<file path="src/rtl/rot_count_uart_reporter_pkg.sv">
// Shared types, ASCII constants and helpers for the rotary count UART reporter.
package rot_count_uart_reporter_pkg;

  typedef enum logic [1:0] {
    ST_IDLE = 2'd0,
    ST_SEND = 2'd1,
    ST_WAIT = 2'd2
  } state_t;

  typedef enum logic {
    DIR_CC  = 1'b0,
    DIR_CCW = 1'b1
  } dir_t;

  localparam logic [7:0] ASCII_PLUS  = 8'h2B;
  localparam logic [7:0] ASCII_MINUS = 8'h2D;
  localparam logic [7:0] ASCII_CR    = 8'h0D;
  localparam logic [7:0] ASCII_LF    = 8'h0A;

  localparam int MSG_LEN = 5;
  localparam int IDX_W   = 3;

  // Uppercase hex digit for one nibble: 0-9 -> '0'-'9', A-F -> 'A'-'F'.
  function automatic logic [7:0] hex_ascii(input logic [3:0] nib);
    if (nib < 4'd10) begin
      return 8'h30 + {4'h0, nib};
    end else begin
      return 8'h37 + {4'h0, nib};
    end
  endfunction

endpackage

</file>
<file path="src/rtl/uart_tx_byte.sv">
// 8N1 byte transmitter: start bit, 8 data bits LSB first, stop bit.
// Each bit is held BAUD_DIV clocks. The first bit goes out one clock after the
// start request is sampled; done is high during the last clock of the stop bit.
module uart_tx_byte
  import rot_count_uart_reporter_pkg::*;
#(
  parameter int BAUD_DIV = 104
) (
  input  logic       clk,
  input  logic       rst_n,
  input  logic       start,
  input  logic [7:0] data,
  output logic       tx,
  output logic       done
);

  localparam int CNT_W = (BAUD_DIV > 1) ? $clog2(BAUD_DIV) : 1;
  localparam logic [CNT_W-1:0] BAUD_LAST = CNT_W'(BAUD_DIV - 1);

  logic [9:0]       frame;
  logic             pending;
  logic             active;
  logic [3:0]       bits_left;
  logic [CNT_W-1:0] baud_cnt;

  // Frame load, bit-period down-counter and shift-out; requests while busy are ignored.
  always_ff @(posedge clk or negedge rst_n) begin
    if (!rst_n) begin
      frame     <= '1;
      pending   <= 1'b0;
      active    <= 1'b0;
      bits_left <= '0;
      baud_cnt  <= '0;
      tx        <= 1'b1;
    end else if (pending) begin
      pending   <= 1'b0;
      active    <= 1'b1;
      tx        <= frame[0];
      frame     <= {1'b1, frame[9:1]};
      bits_left <= 4'd9;
      baud_cnt  <= BAUD_LAST;
    end else if (active) begin
      if (baud_cnt == '0) begin
        if (bits_left == '0) begin
          active <= 1'b0;
          tx     <= 1'b1;
        end else begin
          tx        <= frame[0];
          frame     <= {1'b1, frame[9:1]};
          bits_left <= bits_left - 4'd1;
          baud_cnt  <= BAUD_LAST;
        end
      end else begin
        baud_cnt <= baud_cnt - 1'b1;
      end
    end else if (start) begin
      frame   <= {1'b1, data, 1'b0};
      pending <= 1'b1;
    end
  end

  assign done = active && (baud_cnt == '0) && (bits_left == '0);

endmodule

</file>
<file path="src/rtl/rot_count_uart_reporter.sv">
// Rotary position counter that reports every change over UART as "<dir><HH>\r\n".
// Build option ROT_COUNT_SATURATE_EN: when defined the count clamps at 0x00/0xFF
// instead of wrapping; an event at the limit still triggers a report.
//
// state | meaning
// IDLE  | no message in flight; waits for dirty, then snapshots count/direction
// SEND  | one-cycle start request for the current message byte
// WAIT  | byte on the line; advances index or returns to IDLE after the last byte
module rot_count_uart_reporter
  import rot_count_uart_reporter_pkg::*;
#(
  parameter int CLK_FREQ = 12_000_000,
  parameter int BAUD     = 115_200,
  parameter int BAUD_DIV = CLK_FREQ / BAUD
) (
  input  logic       clk,
  input  logic       rst_n,
  input  logic       cc_pulse,
  input  logic       ccw_pulse,
  output logic [7:0] count,
  output logic       busy,
  output logic       uart_tx
);

  localparam logic [IDX_W-1:0] IDX_LAST = IDX_W'(MSG_LEN - 1);

  state_t           state, state_nx;
  dir_t             dir, msg_dir;
  logic             dirty;
  logic [7:0]       count_nx;
  logic [7:0]       msg_val;
  logic [7:0]       tx_data;
  logic [IDX_W-1:0] idx;
  logic             ev_cc, ev_ccw, ev_any;
  logic             snap, tx_start, tx_done, idx_inc;

  // Simultaneous pulses cancel out and are not an event.
  assign ev_cc  = cc_pulse & ~ccw_pulse;
  assign ev_ccw = ccw_pulse & ~cc_pulse;
  assign ev_any = ev_cc | ev_ccw;

  // Next count value: wrap or clamp depending on build option.
  always_comb begin
    count_nx = count;
    if (ev_cc) begin
`ifdef ROT_COUNT_SATURATE_EN
      if (count != 8'hFF) count_nx = count + 8'd1;
`else
      count_nx = count + 8'd1;
`endif
    end else if (ev_ccw) begin
`ifdef ROT_COUNT_SATURATE_EN
      if (count != 8'h00) count_nx = count - 8'd1;
`else
      count_nx = count - 8'd1;
`endif
    end
  end

  // Position count and last direction track every accepted event.
  always_ff @(posedge clk or negedge rst_n) begin
    if (!rst_n) begin
      count <= 8'h00;
      dir   <= DIR_CC;
    end else if (ev_any) begin
      count <= count_nx;
      dir   <= ev_cc ? DIR_CC : DIR_CCW;
    end
  end

  // Dirty flag: a new event on the snapshot edge wins over the clear.
  always_ff @(posedge clk or negedge rst_n) begin
    if (!rst_n) begin
      dirty <= 1'b0;
    end else if (ev_any) begin
      dirty <= 1'b1;
    end else if (snap) begin
      dirty <= 1'b0;
    end
  end

  // FSM state register.
  always_ff @(posedge clk or negedge rst_n) begin
    if (!rst_n) begin
      state <= ST_IDLE;
    end else begin
      state <= state_nx;
    end
  end

  // FSM next-state and control strobes.
  always_comb begin
    state_nx = state;
    snap     = 1'b0;
    tx_start = 1'b0;
    idx_inc  = 1'b0;
    case (state)
      ST_IDLE: begin
        if (dirty) begin
          snap     = 1'b1;
          state_nx = ST_SEND;
        end
      end
      ST_SEND: begin
        tx_start = 1'b1;
        state_nx = ST_WAIT;
      end
      ST_WAIT: begin
        if (tx_done) begin
          if (idx == IDX_LAST) begin
            state_nx = ST_IDLE;
          end else begin
            idx_inc  = 1'b1;
            state_nx = ST_SEND;
          end
        end
      end
      default: state_nx = ST_IDLE;
    endcase
  end

  // Message snapshot and byte index; later events never touch the snapshot.
  always_ff @(posedge clk or negedge rst_n) begin
    if (!rst_n) begin
      msg_val <= 8'h00;
      msg_dir <= DIR_CC;
      idx     <= '0;
    end else if (snap) begin
      msg_val <= count;
      msg_dir <= dir;
      idx     <= '0;
    end else if (idx_inc) begin
      idx <= idx + 1'b1;
    end
  end

  // Byte selection for the current message index.
  always_comb begin
    tx_data = ASCII_LF;
    case (idx)
      3'd0:    tx_data = (msg_dir == DIR_CCW) ? ASCII_MINUS : ASCII_PLUS;
      3'd1:    tx_data = hex_ascii(msg_val[7:4]);
      3'd2:    tx_data = hex_ascii(msg_val[3:0]);
      3'd3:    tx_data = ASCII_CR;
      default: tx_data = ASCII_LF;
    endcase
  end

  assign busy = (state != ST_IDLE);

  uart_tx_byte #(
    .BAUD_DIV(BAUD_DIV)
  ) u_tx (
    .clk  (clk),
    .rst_n(rst_n),
    .start(tx_start),
    .data (tx_data),
    .tx   (uart_tx),
    .done (tx_done)
  );

endmodule
</file>
<file path="config.mk">
export PLATFORM = sky130hd
export DESIGN_NAME = rot_count_uart_reporter
export DESIGN_NICKNAME = d
export VERILOG_FILES = /design/src/rtl/rot_count_uart_reporter_pkg.sv /design/src/rtl/uart_tx_byte.sv /design/src/rtl/rot_count_uart_reporter.sv
export SDC_FILE = /design/constraint.sdc
export NUM_CORES = 1
export LEC_CHECK = 0
export CAP_MARGIN = 20
export CORE_AREA = 4 4 79 81
export CTS_CLUSTER_DIAMETER = 80
export DETAILED_ROUTE_END_ITERATION = 8
export DIE_AREA = 0 0 83 85
export GPL_ROUTABILITY_DRIVEN = 0
export GPL_TIMING_DRIVEN = 0
export PLACE_DENSITY = 0.66
export SYNTH_ARGS = -nofsm -noshare
export SYNTH_HDL_FRONTEND = slang
export SYNTH_SLANG_ARGS = --single-unit
</file>
<file path="constraint.sdc">
create_clock -name clk -period 2.35 [get_ports clk]
set_clock_uncertainty 0.15 [all_clocks]
set_input_delay 0.47 -clock clk [delete_from_list [all_inputs] [get_ports clk]]
set_output_delay 0.47 -clock clk [all_outputs]
set_load 0.03 [all_outputs]
</file>
[Word level (Yosys, flattened, before mapping)]
Cells that the tools add are included.
Operators by class
  bitwise gates (word level): 5
  mux-type cells: 45
  order comparisons: 2
  equal/unequal tests: 12
  reductions and logical operators: 19
  $add $sub $neg: 9
Operator list (count)
  $mux 10: 5
  $mux 7: 6
  $add 6x4->7 const A: 4
  $pmux 7 s4: 1
  $mux 1: 21
  $mux 4: 4
  $mux 8: 2
  $reduce_bool 2->1: 6
  $mux 3: 3
  $ne 3x2->1 const B: 3
  $add 8x1->8 const B: 1
  $lt 4x4->1 const B: 2
  $reduce_and 2->1: 4
  $sub 8x1->8 const B: 1
  $logic_not 7->1: 1
  $sub 7x1->7 const B: 1
  $eq 3x2->1 const B: 2
  $pmux 2 s3: 1
  $reduce_and 3->1: 2
  $logic_not 4->1: 1
  $mux 2: 2
  $ne 2x2->1 const B: 2
  $sub 4x1->4 const B: 1
  $add 3x1->3 const B: 1
  other kinds (12): 15
Word-level totals
  output and inout bits: 10
  register bits after elaboration: 48
  input port bits: 4
  logic and storage cells: 105

[Logic depth before layout (Yosys ltp)]
Gate-level depths: netlist (run 1).
  word-level depth: 7
  gate-level depth with buffers: 9
  depth with buffers taken out: 9

[Hierarchy]
A second synthesis (run 1) with hierarchy kept.
Second synthesis, totals
  cells, all modules: 277
  area, all modules: 2815.2 sq um
Modules (own cells, without submodules)
  rot_count_uart_reporter: cells each 165, area each 1536.5 sq um, sequential area each 600.6 sq um, times used 1
  uart_tx_byte: cells each 112, area each 1278.7 sq um, sequential area each 588.1 sq um, times used 1

[Least setup slack after synthesis (run 1)]
OpenSTA, ideal clock, no wires.
  kind: input-to-reg
  start: input ccw_pulse
  end: register count[7]
  stages on the path: 9
  slack: 0.142 ns
  buffers on the path: 0
  data required time: 2.120 ns
  setup time: 0.080 ns
  arrival time: 1.977 ns
  cell sequence: inv_1 ha_1 inv_1 ha_1 a211oi_1 o21ai_0 a21o_1 a21oi_1 xor2_1
On the way
  cells in the longest elaborated chain, start to end: 4
  elaborated cells between the ends (all ways): 7
  those cells by class: 1 x mux; 4 x bitwise; 2 x reduce/logical
RTL lines
  start: declaration: line rot_count_uart_reporter.sv:19  | input logic ccw_pulse,
  $not 1->1: line rot_count_uart_reporter.sv:38  | assign ev_cc = cc_pulse & ~ccw_pulse;
  $and 1x1->1: line rot_count_uart_reporter.sv:38
  $reduce_bool 2->1 (no source line) / $or 1x1->1 (equally long branches)
  $reduce_and 2->1 (no source line)
  end signal: assignment: line rot_count_uart_reporter.sv:66  | count <= count_nx;
  end: declaration: line rot_count_uart_reporter.sv:20  | output logic [7:0] count,
Several ways; a longest one is shown, not always the timed one.
A chain may end at the register's enable or synchronous reset.

[Worst setup path in the final report (run 1)]
  start: register state[1]
  end: output busy
On the way
  cells in the longest elaborated chain, start to end: 1
RTL lines
  start: declaration: line rot_count_uart_reporter.sv:27  | state_t state, state_nx;
  start signal: assignment: line rot_count_uart_reporter.sv:87  | state <= state_nx;
  $reduce_bool 2->1: line rot_count_uart_reporter.sv:149  | assign busy = (state != ST_IDLE);
  end: declaration: line rot_count_uart_reporter.sv:21  | output logic busy,
No other way between the ends.

==> metrics, run 1 <==
status=finished clean; Synth Flop Type=dfrtp_1; Fmax=444 MHz; TritonCTS Sinks=47; setup violators final=0; Clock Tree Root=clkbuf_8; initial cell density of the core=0.484; Via density=5.26; Worst EP arrival=about 1.6 ns; initial antenna violation count=0; Slew Limit Fails=0; Tightest Pin Transition=0.569 ns; IO Count=14; Yosys reg bits=47; crit path launch=state[1]$_DFFE_PN0P_; Worst R2R Path Depth=7; Fin. Hold Viols=0; number of port buffers=13; first-pass GRT wire length=8920 µm; die boundary height=85 µm; asr flop ratio synth=1.00; Max-Cap Viols=0; EDFF count, synth=0; syn_nets=291; sequential share of the synthesized area=0.448; period utilization=0.957; TritonRoute pass-1 iters=4; Peak VDD IR=0.693 mV; vias in the first global route=1,895; Lkg Pwr=1.27 nW; post-synth cell types=49; routed wire length per instance=around 14 µm; mapped cell area=0.00265 mm²; total wire length=slightly above 5000 µm; WS Path Type=reg -> out; Post-Synthesis Mean Instance Area=9.82 µm²; initial drt markers=112; total die area=0.00706 mm²; reg2reg start=idx[1]$_DFFE_PN0P_; TritonCTS buffer count=5; Core Footprint=0.00547 mm²; share of post-route cells with drive strength above 1=0.181; relative slew slack=0.621; Clock Latency Late Sink=0.30 ns; DRC Markers=0; total grt overflow=0; Via Count=approximately 1,900; Required @ worst endpoint=1.73 ns; CP max FO=3; Area Overhead vs Synth=15.1%; Clk pin slew, worst setup/hold paths=0.09 ns; Final min period=2.25 ns; yosys warns=0; CTS Buffer Depth=2; Post-DRT Antenna Nets=0; Post-DP HPWL=3750 µm; Power Density=796 mW/mm²; startpoint types=flop; Die W=83 µm; # rows=27; largest net degree at the start of global routing=25; Power, Total=2.43 mW; total track usage=0.154; worst min path class=in -> async; CTS tree=done; n_diodes=0; cells after synthesis=between 200 and 300; CP endpoint kind=primary output; share of the core filled with cells=0.557; Post-layout nets=between 300 and 400; H-tree depth=2; setup tns final=0 ns
[Yosys cell counts, types with 2 or more instances]
library cell | number | area, µm²
a211oi_1 | 2 | 15.0
xor2_1 | 6 | 52.6
mux2i_1 | 2 | 20.0
buf_4 | 2 | 15.0
nor2b_1 | 2 | 12.5
dfrtp_1 | 37 | 926
nor2_1 | 21 | 78.8
or2_2 | 3 | 18.8
clkbuf_1 | 5 | 18.8
nor2_2 | 2 | 12.5
nand3_1 | 6 | 30.0
nand2b_1 | 6 | 37.5
a221o_1 | 4 | 40.0
nand2_1 | 26 | 97.6
o21ai_0 | 25 | 125
o211ai_1 | 3 | 22.5
o21bai_1 | 4 | 30.0
mux2_2 | 6 | 67.6
a21oi_1 | 18 | 90.1
inv_1 | 18 | 67.6
nor4_1 | 2 | 12.5
xnor2_1 | 8 | 70.1
ha_1 | 16 | 200
dfstp_2 | 10 | 263
a21o_1 | 4 | 30.0
nor3_1 | 7 | 35.0
a22oi_1 | 3 | 22.5
[layout make-up]
cell class | instances | area [µm²]
fillers | 519 | 2420
multi-input cells | 197 | 1410
flip-flops and latches | 47 | 1190
repair buffers | 15 | 163
well taps | 72 | 90.1
inverters | 18 | 72.6
clock buffers | 5 | 68.8
plain buffers | 8 | 38.8
clock inverters | 3 | 20.0
[state kept, by name (all words and copies together) (netlist names), 2 cells and up]
| signal | count |
|---|---|
| u_tx.bits_left | 4 |
| state | 2 |
| u_tx.frame | 9 |
| count | 8 |
| u_tx.baud_cnt | 7 |
| idx | 3 |
| msg_val | 8 |
[kinds of logic after synthesis]
group,share of synthesized area
AO/OA/AOI/OAI,0.176
XOR/XNOR,0.0462
adder cells (fa/ha/maj),0.0831
buffers and inverters,0.0401
flip-flops,0.448
multiplexers,0.0330
AND/OR/NAND/NOR,0.173
[critical path, cell delays in order (launching register included)]
cell and delay [ns]:
dfrtp_1 0.39, or2_2 0.34, clkdlybuf4s50_1 0.61
[routing by layer]
metal / vias up / routed length, µm / global-route usage
met5: - / 0 / 0
met4: 0 / 73 / 0.0535
met3: 6 / 86 / 0.0262
met2: 18 / 2280 / 0.237
met1: 905 / 2610 / 0.219
li1: 991 / - / -
[stage by stage]
stage | instance area [µm²] | setup WS [ns] | hold slack, ns | std cells
after floorplan | 2650 | 0.142 | 0.0244 | 270
after global placement | 2870 | -0.654 | 0.310 | 355
after detailed placement | 2890 | -0.599 | 0.322 | 356
after CTS | 3020 | -0.00342 | 0.0225 | 365
after global routing | 3050 | -0.00355 | 0.0347 | 365
final | 3050 | 0.0999 | 0.00617 | 365
[cell usage in the layout (no fill, tap or decap), types with 7 or more instances in the layout]
cell type        count
dfrtp_1             37
a21oi_1             16
clkdlybuf4s50_1     11
dfstp_2             10
nand2_1             26
nor2_1              21
ha_1                13
nor3_1               7
xnor2_1              8
inv_1               16
o21ai_0             22
[power breakdown]
part	total [mW]	switching [mW]	internal, mW
combinational	0.905	0.473	0.433
clock	0.487	0.279	0.207
sequential	1.04	0.130	0.906
[what timing repair did]
action                                  4_1_cts  5_1_grt
gates resized for setup                       9        7
endpoints found under the setup margin        3        3
hold buffers                                  0        0
pin swaps                                     3        6
buffers inserted                              1        0
endpoints found under the hold margin         0        0
[final timing paths]
check	slack, ns	endpoint
max	0.1	busy
min	0.006	u_tx.bits_left[1]$_DFFE_PN0P_
max reg2reg	0.19	u_tx.frame[3]$_DFFE_PN1P_
min reg2reg	0.33	count[7]$_DFFE_PN0P_
max in group asynchronous	1.46	u_tx.frame[8]$_DFFE_PN1P_
min in group clk	0.33	count[7]$_DFFE_PN0P_
No activity file was read; power rests on OpenSTA's default activity.
==> run 2: changes to the inputs <==
--- a/config.mk
+++ b/config.mk
@@ -6,13 +6,16 @@
 export NUM_CORES = 1
 export LEC_CHECK = 0
 export CAP_MARGIN = 20
-export CORE_AREA = 4 4 79 81
+export CORE_AREA = 4 4 81 83
 export CTS_CLUSTER_DIAMETER = 80
 export DETAILED_ROUTE_END_ITERATION = 8
-export DIE_AREA = 0 0 83 85
+export DIE_AREA = 0 0 85 87
 export GPL_ROUTABILITY_DRIVEN = 0
 export GPL_TIMING_DRIVEN = 0
+export HOLD_SLACK_MARGIN = 0.03
 export PLACE_DENSITY = 0.66
 export SYNTH_ARGS = -nofsm -noshare
 export SYNTH_HDL_FRONTEND = slang
+export SYNTH_HIERARCHICAL = 1
 export SYNTH_SLANG_ARGS = --single-unit
+export TNS_END_PERCENT = 100
==> run 2 against run 1 <==
  * Total power rose by 6.4%
  * Critical path depth grew 5
  * Clock-buffer cell count is 1 higher
  * Utilization is 0.31 points higher
  * Register-to-register slack worse by 0.07 ns
  * Largest power group unchanged
  * Via count increased by 8.0%
  * Setup slack better by 0.019 ns
  * Global-route usage grew 0.33 points
  * Sequential share of layout area down 2.7 points
  * Synthesized cell count increased by 2.6%
  * First-iteration DRC count down 51%
==> metrics, run 2 <==
share of post-route cells with drive strength above 1=0.234; slowest CP cell=dfrtp_1; setup violators final=0; routed wire length per instance=14.2 µm; worst min path class=reg -> reg; initial cell density of the core=0.481; crit path buf inv count=2; Yosys reg bits=47; total track usage=0.157; Fin. Hold Viols=0; Worst Hold End=dir$_DFFE_PN0P_; final instance area=0.00328 mm²; Clk pin slew, worst setup/hold paths=0.09 ns; Slew Limit Fails=0; CP endpoint kind=flop; Worst R2R Setup Slack=0.12 ns; Largest Register=u_tx/frame; Post-DP Area=0.00305 mm²; Worst R2R Path Depth=7; max reg flops=9; Worst EP arrival=2.27 ns; startpoint types=flop; Peak VDD IR=around 0.61 mV; TritonCTS Sinks=between 40 and 50; die boundary height=87 µm; CTS tree=done; Clk pwr share=0.222; H-tree depth=2; yosys warns=6; largest net degree at the start of global routing=27; met3 usage=0.0397; total die area=about 0.0074 mm²; Power Density=788 mW/mm²; crit-path leading delay family=simple AND/OR/NAND/NOR gates; Tightest Pin Transition=0.655 ns; TritonRoute pass-1 iters=4; relative slew slack=0.562; Via Count=approximately 2,100; worst hold path startpoint=dir$_DFFE_PN0P_; Critical Path Max Stage Delay=0.38 ns; Clock Tree Root=clkbuf_8; CP max FO=6; Via density=5.47; n_diodes=0; Post-DRT Antenna Nets=0; most common cell after layout, fill and taps aside=dfrtp_1; hold depth=1; Synth Flop Type=dfrtp_1; count leader, synth=dfrtp_1; sequential share of the synthesized area=0.422; PnR worst setup slack=0.118 ns; mapped cell area=0.00282 mm²; Psw=0.891 mW; GR peak layer=met2; Clock Latency Late Sink=0.30 ns; RSZ-0062 raised after global routing=no; Commonest cells post-synth=dfrtp_1, nand2_1, nor2_1, o21ai_0; largest registers=u_tx/frame (9), count (8), msg_val (8); Area Overhead vs Synth=16.5%; Lkg Pwr=1.38 nW; vias in the first global route=just over 2,000; Post-layout nets=327; asr flop ratio synth=1.00; M1 GR Usage=0.199; most frequent cells in the layout=dfrtp_1, nand2_1, nor2_1, o21ai_0, mux2_2; first-pass GRT wire length=9470 µm; number of port buffers=13; cells after synthesis=277; CP Cell Sequence=inv_1, ha_1, nor3b_4, buf_4, nand3_1, o21ai_0, or3b_1; reg2reg start=u_tx/baud_cnt[0]$_DFFE_PN0P_; top area cells in the synthesized netlist=dfrtp_1, dfstp_2, ha_1, mux2_2, o21ai_0; Synth top area share=0.329; DRC Markers=0; Net Sw Frac=0.345; Post-Synthesis Mean Instance Area=between 10 and 15 µm²; total wire length=between 5000 and 6000 µm; total grt overflow=0; cell internal pwr=about 1.7 mW; EDFF count, synth=0; syn_nets=300; Final min period=about 2.2 ns; Gate power share=0.378; initial drt markers=55; initial antenna violation count=0; Die W=between 80 and 90 µm; setup tns final=0 ns; Place WS=-0.605 ns; r2r endpoint=u_tx/bits_left[3]$_DFFE_PN0P_; TritonCTS buffer count=5; period utilization=0.950; WS Path Type=reg -> reg; post-synth cell types=55; status=finished clean; # rows=28; CTS Buffer Depth=2; Max-Cap Viols=0; Post-DP HPWL=3870 µm; dominant cell type by area after synthesis=dfrtp_1; IO Count=14; Fmax=between 400 and 500 MHz; Flop pwr share=0.400; met2 usage=0.266; Required @ worst endpoint=2.39 ns; Core Footprint=0.00585 mm²
run 2: per-stage QoR:
step           cells  power, mW  utilization  hold WS, ns
2_1_floorplan    277       1.63            -       0.0244
3_3_place_gp     365       1.89        0.519        0.313
3_5_place_dp     366       1.91        0.522        0.319
4_1_cts          376       2.56        0.551        0.340
5_1_grt          379       2.78        0.561        0.349
6_report         379       2.58        0.561        0.336
run 2: per-layer routing:
layer | wire length, µm | vias to the layer above
met5 | 0 | -
met4 | 83 | 0
met3 | 178 | 11
met2 | 2600 | 38
met1 | 2530 | 1003
li1 | - | 1022
run 2: what timing repair did:
action | in CTS | in global routing
endpoints found under the setup margin | 4 | 6
pin swaps | 2 | 10
buffers inserted | 2 | 3
hold buffers | 1 | 0
gates resized for setup | 9 | 9
hold endpoints to repair | 11 | 0
run 2: cell type report:
type / instances / area [µm²]
buffer: 8 / 38.8
clock buffer: 6 / 72.6
clock inverter: 1 / 30.0
fill: 521 / 2570
inverter: 17 / 68.8
multi-input combinational: 205 / 1590
sequential: 47 / 1190
tap: 75 / 93.8
timing repair buffer: 20 / 196
run 2: worst max-delay path by stage:
stage / startpoint / end / depth (start not counted)
finish: u_tx/baud_cnt[0]$_DFFE_PN0P_ / u_tx/bits_left[3]$_DFFE_PN0P_ / 7
global route: u_tx/baud_cnt[0]$_DFFE_PN0P_ / u_tx/bits_left[3]$_DFFE_PN0P_ / 7
CTS: cc_pulse / count[7]$_DFFE_PN0P_ / 9
detailed placement: ccw_pulse / count[7]$_DFFE_PN0P_ / 10
global placement: rst_n / msg_val[5]$_DFFE_PN0P_ / 1
floorplan: ccw_pulse / count[7]$_DFFE_PN0P_ / 9
run 2: logic make-up (layout without fill, tap and decap cells):
group,Yosys count,count (layout),share of synthesized area
AO/OA/AOI/OAI,62,62,0.151
XOR/XNOR,16,16,0.0498
flip-flops,47,47,0.422
multiplexers,21,21,0.0827
buffers and inverters,25,52,0.0364
adder cells (fa/ha/maj),19,19,0.0871
AND/OR/NAND/NOR,86,86,0.170
other,1,1,0.00133
run 2: power groups by stage:
stage / Clock [mW] / Sequential, mW / Combinational (mW)
after global routing: 0.633 / 1.05 / 1.09
after detailed placement: 0 / 1.04 / 0.870
after global placement: 0 / 1.04 / 0.852
final: 0.573 / 1.03 / 0.978
after CTS: 0.589 / 1.03 / 0.933
after floorplan: 0 / 1.15 / 0.476
